===== src/rtl/ifetch_queue.sv =====
// Purpose: fetch front-end; owns the fetch PC, issues in-order word reads and queues returned words + PCs.
// Latency: imem response -> ins_valid 1 cycle (0 cycles when IFQ_BYPASS_EN and the FIFO is empty).
// Backpressure: ins_ready low fills the FIFO; requests stop once queued + in-flight words reach DEPTH.
//
// Optional feature macro: IFQ_BYPASS_EN
//   defined   - a response arriving with an empty FIFO, nothing to drop and no redirect is presented
//               to the decoder in the same cycle (combinational memory->decoder path); it is written
//               into the FIFO only if the decoder does not take it that cycle.
//   undefined - every response goes through the FIFO; ins_* come from registers only.
//
// Ports:
//   clk, rst_n                        clock (rising edge) and asynchronous active-low reset
//   imem_req_valid/ready/addr         word fetch request toward instruction memory
//   imem_rsp_valid/data               in-order read data, at least one cycle after the accept
//   redirect_valid/pc                 one-cycle control-flow change; flushes queued and in-flight words
//   ins_valid/ready/data/pc           instruction word and its address toward the decoder
module ifetch_queue #(
   parameter int                DEPTH    = 4,
   parameter int                ADDR_W   = 32,
   parameter logic [ADDR_W-1:0] RESET_PC = '0
) (
   input  logic              clk,
   input  logic              rst_n,
   output logic              imem_req_valid,
   input  logic              imem_req_ready,
   output logic [ADDR_W-1:0] imem_req_addr,
   input  logic              imem_rsp_valid,
   input  logic [31:0]       imem_rsp_data,
   input  logic              redirect_valid,
   input  logic [ADDR_W-1:0] redirect_pc,
   output logic              ins_valid,
   input  logic              ins_ready,
   output logic [31:0]       ins_data,
   output logic [ADDR_W-1:0] ins_pc
);

   localparam int          PW      = $clog2(DEPTH);
   localparam int          CW      = $clog2(DEPTH + 1);
   localparam logic [CW:0] DEPTH_W = (CW + 1)'(DEPTH);

   typedef struct packed {
      logic [ADDR_W-1:0] pc;
      logic [31:0]       dat;
   } ent_t;

   // fetch state
   logic [ADDR_W-1:0] fetch_pc;
   logic [CW-1:0]     inflight;
   logic [CW-1:0]     drop;

   // PC shadow: one entry per accepted request, consumed in order by responses (dropped ones too)
   logic [ADDR_W-1:0] sh_pc [DEPTH];
   logic [PW-1:0]     sh_wr;
   logic [PW-1:0]     sh_rd;

   // prefetch FIFO
   ent_t              fifo_q [DEPTH];
   logic [PW-1:0]     wr_ptr;
   logic [PW-1:0]     rd_ptr;
   logic [CW-1:0]     count;

   logic              fifo_empty;
   logic [CW:0]       credit_used;
   logic              req_fire;
   logic              rsp_take;
   logic              push;
   logic              pop;
   logic [CW-1:0]     inflight_nxt;

   // the low address bits of a redirect target are discarded by design
   logic              unused_redirect_lsb;
   assign unused_redirect_lsb = ^redirect_pc[1:0];

   assign fifo_empty  = (count == '0);
   assign credit_used = {1'b0, count} + {1'b0, inflight};

   // Credits cover queued and in-flight words, so every response is guaranteed a FIFO slot.
   // rst_n is folded in so the request stays low for the whole reset, not just after the first edge.
   assign imem_req_valid = rst_n && !redirect_valid && (credit_used < DEPTH_W);
   assign imem_req_addr  = fetch_pc;
   assign req_fire       = imem_req_valid && imem_req_ready;

   // A response is a live instruction only when no stale words remain and no redirect kills it.
   assign rsp_take     = imem_rsp_valid && (drop == '0) && !redirect_valid;
   assign inflight_nxt = inflight + CW'(req_fire) - CW'(imem_rsp_valid);
   assign pop          = !fifo_empty && ins_ready;

`ifdef IFQ_BYPASS_EN
   logic bypass;
   assign bypass    = rst_n && fifo_empty && rsp_take;
   assign ins_valid = !fifo_empty || bypass;
   assign ins_data  = bypass ? imem_rsp_data : fifo_q[rd_ptr].dat;
   assign ins_pc    = bypass ? sh_pc[sh_rd]  : fifo_q[rd_ptr].pc;
   // a bypassed word taken by the decoder this cycle never occupies a slot
   assign push      = rsp_take && !(bypass && ins_ready);
`else
   assign ins_valid = !fifo_empty;
   assign ins_data  = fifo_q[rd_ptr].dat;
   assign ins_pc    = fifo_q[rd_ptr].pc;
   assign push      = rsp_take;
`endif

   // fetch PC, in-flight/drop accounting and PC shadow
   always_ff @(posedge clk or negedge rst_n) begin
      if (!rst_n) begin
         fetch_pc <= RESET_PC;
         inflight <= '0;
         drop     <= '0;
         sh_wr    <= '0;
         sh_rd    <= '0;
         for (int i = 0; i < DEPTH; i++) begin
            sh_pc[i] <= '0;
         end
      end else begin
         inflight <= inflight_nxt;
         if (req_fire) begin
            sh_pc[sh_wr] <= fetch_pc;
            sh_wr        <= sh_wr + PW'(1);
         end
         if (imem_rsp_valid) begin
            sh_rd <= sh_rd + PW'(1);
         end
         if (redirect_valid) begin
            fetch_pc <= {redirect_pc[ADDR_W-1:2], 2'b00};
            // every word still owed by memory belongs to the old path, including any
            // outstanding drops from an earlier redirect
            drop     <= inflight_nxt;
         end else begin
            if (req_fire) begin
               fetch_pc <= fetch_pc + ADDR_W'(4);
            end
            if (imem_rsp_valid && (drop != '0)) begin
               drop <= drop - CW'(1);
            end
         end
      end
   end

   // prefetch FIFO; a redirect empties it (a same-cycle pop has already been handed to the decoder)
   always_ff @(posedge clk or negedge rst_n) begin
      if (!rst_n) begin
         wr_ptr <= '0;
         rd_ptr <= '0;
         count  <= '0;
         for (int i = 0; i < DEPTH; i++) begin
            fifo_q[i] <= '0;
         end
      end else if (redirect_valid) begin
         wr_ptr <= '0;
         rd_ptr <= '0;
         count  <= '0;
      end else begin
         if (push) begin
            fifo_q[wr_ptr] <= {sh_pc[sh_rd], imem_rsp_data};
            wr_ptr         <= wr_ptr + PW'(1);
         end
         if (pop) begin
            rd_ptr <= rd_ptr + PW'(1);
         end
         case ({push, pop})
            2'b10:   count <= count + CW'(1);
            2'b01:   count <= count - CW'(1);
            default: count <= count;
         endcase
      end
   end

   // memory protocol: responses only for accepted requests, and never into a full FIFO
   a_no_overflow: assert property (@(posedge clk) disable iff (!rst_n)
      !(push && (count == DEPTH_W[CW-1:0])));
   a_rsp_has_req: assert property (@(posedge clk) disable iff (!rst_n)
      !(imem_rsp_valid && (inflight == '0)));

endmodule


===== config.mk =====
export PLATFORM = sky130hd
export DESIGN_NAME = ifetch_queue
export DESIGN_NICKNAME = d
export VERILOG_FILES = /design/src/rtl/ifetch_queue.sv
export SDC_FILE = /design/constraint.sdc
export NUM_CORES = 1
export LEC_CHECK = 0
export ABC_CLOCK_PERIOD_IN_PS = 3200
export CAP_MARGIN = 5
export CORE_MARGIN = 2
export CORE_UTILIZATION = 55
export CTS_BUF_LIST = sky130_fd_sc_hd__clkbuf_2
export CTS_CLUSTER_DIAMETER = 30
export DETAILED_ROUTE_END_ITERATION = 16
export PLACE_DENSITY_LB_ADDON = 0.08
export SKIP_CTS_REPAIR_TIMING = 1
export SYNTH_ARGS = -nofsm -noshare
export SYNTH_HDL_FRONTEND = slang
export SYNTH_SLANG_ARGS = --single-unit

===== constraint.sdc =====
create_clock -name clk -period 3.2 [get_ports clk]
set_input_delay 0.96 -clock clk [delete_from_list [all_inputs] [get_ports clk]]
set_output_delay 0.96 -clock clk [all_outputs]
set_load 0.005 [all_outputs]

# Word-level counts from Yosys, hierarchy flattened
# Index checks and enable logic that the tools add are counted.
[word_totals]
ff_bits = 433
output_inout_bits = 98
wordCells = 87
inputBits = 70
[classes]
n_lt_le_gt_ge = 7
n_addsub = 11
eq_ne = 2
mux = 22
bitwise = 5
reduce_logical = 20
[ops]
columns = ["operator", "n"]
rows = [
  ["bitwise mux 256 bit", 1],
  ["2-to-1 mux 64 bit", 3],
  ["2-to-1 mux 32 bit", 5],
  ["binary-select mux 64 bit (select 2 bit)", 1],
  ["bitwise mux 128 bit", 1],
  ["demux 64 bit (select 2 bit)", 1],
  ["binary-select mux 32 bit (select 2 bit)", 1],
  ["demux 32 bit (select 2 bit)", 1],
  ["adder 32 x 3 -> 32 bit (second input constant)", 1],
  ["greater-or-equal comparator 3 bit (second input constant)", 4],
  ["NOT 2 -> 3 bit", 4],
  ["logical AND 1 bit", 9],
  ["2-to-1 mux 3 bit", 3],
  ["adder 2 x 1 -> 2 bit (second input constant)", 4],
  ["2-to-1 mux 2 bit", 4],
  ["nonzero test 2 bit", 4],
  ["logical NOT 3 bit", 2],
  ["less-than comparator 3 x 1 -> 1 bit (second input constant)", 2],
  ["one-hot mux 3 bit (2 select lines)", 1],
  ["nonzero test 3 bit", 2],
  ["subtractor 3 x 1 -> 3 bit (second input constant)", 2],
  ["adder 3 x 3 -> 4 bit", 1],
  ["less-than comparator 4 x 3 -> 1 bit (second input constant)", 1],
  ["adder 3 x 1 -> 3 bit", 1],
  ["7 further kinds", 8],
]

# Depth between registers and ports, before layout
[depth]
depth_word = 7
mapped_depth = 13
ltp_nobuf = 11

# Least setup slack after synthesis
# Ideal clock, no wire load.
[synth_path]
path_kind = "input port to flip-flop"
start = "input redirect_valid"
end = "register drop[2]"
t_arrival_ps = 2834
required_time_ps = 3066
path_buffers = 2
path_slack_ps = 232
setup_ps = 134
stages = 12
path_cell_list = "nor3b_1 > and4_1 > buf_4 > inv_2 > buf_2 > ha_1 > inv_1 > ha_1 > fa_1 > xnor2_1 > nand2_1 > o21ai_0"
[synth_via]
elab_chain_len = 7
word_cells_on_any_way = 8
cone_classes = "2 x add/sub; 1 x mux; 5 x reduce/logical"
[synth_rtl]
columns = ["item", "line", "text"]
rows = [
  ["start: declaration", "29", "input logic redirect_valid,"],
  ["logical NOT 1 bit", "79", "assign imem_req_valid = rst_n && !redirect_valid && (credit_used < DEPTH_W);"],
  ["logical AND 1 bit (2 in a row)", "79", ""],
  ["logical AND 1 bit", "81", "assign req_fire = imem_req_valid && imem_req_ready;"],
  ["adder 3 x 1 -> 3 bit", "85", "assign inflight_nxt = inflight + CW'(req_fire) - CW'(imem_rsp_valid);"],
  ["subtractor 3 x 1 -> 3 bit", "85", ""],
  ["via inflight_nxt[2]", "68", "logic [CW-1:0] inflight_nxt;"],
  ["2-to-1 mux 3 bit", "123", "if (redirect_valid) begin"],
  ["end signal: assignment", "127", "drop <= inflight_nxt;"],
  ["end signal: assignment", "133", "drop <= drop - CW'(1);"],
  ["end: declaration", "49", "logic [CW-1:0] drop;"],
]
# The timed path passes the listed nets, and every way through them passes these cells.
# A chain may end at the register's enable or synchronous reset.

# Worst setup path in the final report
[layout_path]
start = "register rd_ptr[0]"
end = "output ins_pc[30]"
[layout_via]
elab_chain_len = 4
[layout_rtl]
columns = ["item", "line", "text"]
rows = [
  ["start: declaration", "59", "logic [PW-1:0] rd_ptr;"],
  ["start signal: assignment", "158", "rd_ptr <= rd_ptr + PW'(1);"],
  ["NOT 2 -> 3 bit (implied by the code)", "99", "assign ins_pc = fifo_q[rd_ptr].pc;"],
  ["binary-select mux 64 bit (select 2 bit)", "99", ""],
  ["2-to-1 mux 64 bit (implied by the code) (2 in a row)", "99", ""],
  ["end: declaration", "34", "output logic [ADDR_W-1:0] ins_pc"],
]
# Every way passes these cells. The select of a mux whose other input is x is not followed.

==> impl_results.md <==
- Status: complete, but fails checks
- Failing checks: negative setup slack
- Core area: 0.0334 mm2
- CTS buffer count: 106
- R2R setup slack: 0.56 ns
- Clk sink count: about 420
- Total die area: 0.0354 mm2
- Actual slew at the worst max-slew pin: about 1.1 ns
- Layout cells sized above 1: 51.7%
- Largest net degree at the start of global routing: 145
- Compound-Gate Fraction of Synth Area: 2.08%
- Worst min-delay path category: primary input to flop
- RR Endpoint: imem_req_addr[17]
- Int Pwr: 11.6 mW
- Register area: 0.0104 mm2
- WL/cell: 20.5 um
- Net Sw Frac: 31.2%
- Distinct cell type count after synthesis: 56
- CP max stage delay: roughly 0.53 ns
- Vias/cell: about 5.7
- Crit Path Class: flop to output port
- Crit path capture type: output port
- CP cell instances: buf_12, buf_12, clkbuf_16, buf_6, mux4_2, clkbuf_2
- Gpl congestion: 0.787
- Leakage: 10.7 nW
- Hpwl dp: 24.9 mm
- DRT iter0 DRCs: 526
- Startpoint types: flop
- Setup TNS: -10.99 ns
- Mux share of post-synthesis cell area: 33.6%
- Initial Utilization: 55.7%
- Area occupied by multi-input gates: 0.00786 mm2
- Simple-gate share of the synthesized area: under 10%
- Cell count after synthesis: 1,214
- Highest routing layer actually used: met4
- Crit path max-delay cell type: dfrtp_4
- Total Wirelength: about 40 mm
- CTS H-tree lvls: 3
- Clock-pin transition on the worst setup and hold timing paths: around 0.11 ns
- Met3 Routed Length: ~2.1 mm
- RSZ-0062 raised after global routing: yes
- Clk root buf: clkbuf_2
- CTS tree: yes
- Worst-skew pair later-pin latency: 0.97 ns
- Clock power frac: between 10% and 20%
- Clock tree buffer depth: 3
- Xor/xnor share of the synthesized area: less than 1%
- Most used cell, CP: buf_12
- Initial antenna violation count: 1
- Min-delay src: redirect_valid
- Total number of vias: 11,300
- I/O pins: 168
- Max-slew headroom: 26.8%
- Number of global-route vias before repair: 11,800
- Synth top area cells: dfrtp_1, mux2_2, mux4_2, buf_2, nand2_1
- Combinational share of power: 35.7%
- GR Overflow Total: 0
- Worst VDD drop: 0.000402 V
- Synth Cell Area: 0.0186 mm2
- Syn_area_per_cell: 15.3 um2
- Final WS setup: -0.379 ns
- TritonRoute pass-1 iters: 6
- Die X: 188 um
- Crit share post-route: 112%
- Fillers: 2,516
- Sequential share of the synthesized area: a little under three fifths
- WHS Endpoint: count[0]
- #FFs+latches synth: ~420
- Net Switching: between 5 and 6 mW
- Flop pwr share: 44.4%
- Pins over their slew limit: 0
- Fin Clk Skew: 0.0640 ns
- Crit-path max FO: 6
- Max_cap viols: 0
- Pre-CTS setup slack: 0.0834 ns
- NumNets Final: 1,565
- Area leader, netlist: dfrtp_1
- PwrDens: 758 mW/mm2
- WL met1: 18.4 mm
- Non-Filler Instances: 1,991
- Hold path cells: 3
- Period minus WS final: ~3.6 ns
- Placed cells: 1,784
- Adder-cell share of the synthesized area: between 1 and 1.5%
- Port Buffers: between 150 and 200
- Area growth syn-to-layout: 18.8%
- Overall Global Routing Usage: roughly 23%
- Cells on worst reg2reg path: 7
- Setup-failing EPs final: 62
- Reg2reg start: count[1]
- # DRC: 0
- Count of final hold-check violations: 0
- Die H: 188 um
- Fmax: between 0.2 and 0.3 GHz
- Req. time, crit path: 2.24 ns
- Critical Path AT: 2.62 ns
- Site row count: 67
- First-pass GRT wire length: 63.4 mm
- Largest family of logic cells by synthesized area: multiplexers
- Ys Warns: 0
- Top cell type's share of synthesized area: 55.7%
- Met2 WL post-DR: 19.7 mm
- Remaining antenna violation count: 0
worst max path at each step:
stage	slack (ns)	cells after the start	to	startpoint
floorplan	0.23	12	drop[2]	redirect_valid
global placement	0.08	6	imem_req_addr[20]	imem_req_ready
detailed placement	0.08	6	imem_req_addr[23]	imem_req_ready
CTS	-0.64	3	ins_pc[16]	rd_ptr[0]
global route	-0.56	6	ins_pc[30]	rd_ptr[0]
finish	-0.38	6	ins_pc[30]	rd_ptr[0]
cells in the mapped netlist (all sizes together):
cell,instances
a21boi,1
a21oi,7
a221o,4
a22oi,1
a31oi,2
a32oi,2
a41o,1
a41oi,2
and2,3
and3,5
and4,2
and4b,1
buf,56
clkbuf,30
conb,1
dfrtp,415
fa,2
ha,15
inv,12
mux2,367
mux2i,6
mux4,92
nand2,52
nand2b,5
nand3,22
nand3b,3
nand4,7
nand4b,1
nor2,20
nor2b,3
nor3,4
nor3b,1
nor4,4
o211ai,5
o21ai,28
o22ai,1
o311ai,5
o31ai,1
or2,1
or3,2
or4,3
xnor2,10
xor2,9
cell usage in the layout, fill, tap and decap left out, types with 4 or more instances in the layout:
cell	n
dfrtp_1	397
nand4_1	7
clkbuf_2	214
a221o_1	4
buf_6	14
buf_4	33
o21ai_0	28
mux4_2	92
nor2_1	19
buf_8	4
nor3_1	4
clkinv_1	14
o311ai_0	4
ha_1	14
o211ai_1	5
a21oi_1	7
nand3_1	19
nand2_4	4
clkdlybuf4s50_1	94
buf_12	22
conb_1	4
inv_1	11
and3_1	5
xnor2_1	10
nand2_1	47
dfrtp_2	17
mux2i_1	6
mux2_2	367
xor2_1	9
nand2b_1	5
clkbuf_16	6
worst max-delay path: cells and delay by family, from the launching register on:
| kind | cells | cell delay [ns] |
|---|---|---|
| buffers and inverters | 5 | 0.69 |
| muxes | 1 | 0.45 |
| DFF | 1 | 0.53 |
per-layer routing:
metal	up-vias	track usage, %
met4	0	6.78
met2	291	35.6
met3	43	5.54
li1	5079	-
met5	-	0
met1	5905	32.4
cell type report:
class / count / share of cell area (%)
Antenna cell: 1 / 0.0113
Clock buffer: 153 / 3.46
Clock inverter: 19 / 0.458
Inverter: 12 / 0.204
Multi-Input combinational cell: 704 / 35.5
Sequential cell: 415 / 47.0
Tap cell: 448 / 2.53
Timing Repair Buffer: 239 / 10.8
sequential cells by signal (all words and copies together), names as in the netlist:
register,count
fifo_q,248
imem_req_addr,30
sh_wr,2
drop,3
rd_ptr,2
sh_rd,2
count,3
sh_pc,120
inflight,3
wr_ptr,2
logic make-up after synthesis:
| group | Yosys count |
|---|---|
| buffers and inverters | 98 |
| xor gates and xnor gates | 19 |
| muxes | 465 |
| AOI/OAI and AO/OA | 60 |
| adders and majority gates | 17 |
| and+or+nand+nor | 139 |
| other | 1 |
| DFF | 415 |
power by group through the flow:
stage | sequential (mW) | combinational, mW | clock, mW
after floorplan | 7.15 | 3.70 | 0
after global routing | 7.63 | 6.49 | 3.79
final | 7.45 | 5.99 | 3.34
after detailed placement | 7.55 | 5.70 | 0
after CTS | 7.44 | 5.72 | 3.50
after global placement | 7.49 | 5.59 | 0
through the flow:
stage	area (um2)	hold WS (ns)	util, %	total power, mW
after global placement	21000	0.457	62.7	13.1
after detailed placement	21000	0.472	62.7	13.2
final	22100	0.404	66.2	16.8
after floorplan	18600	0.445	-	10.8
after global routing	22100	0.273	66.2	17.9
after CTS	21900	-0.0865	65.3	16.7
Power figures use the tool's default switching activity.
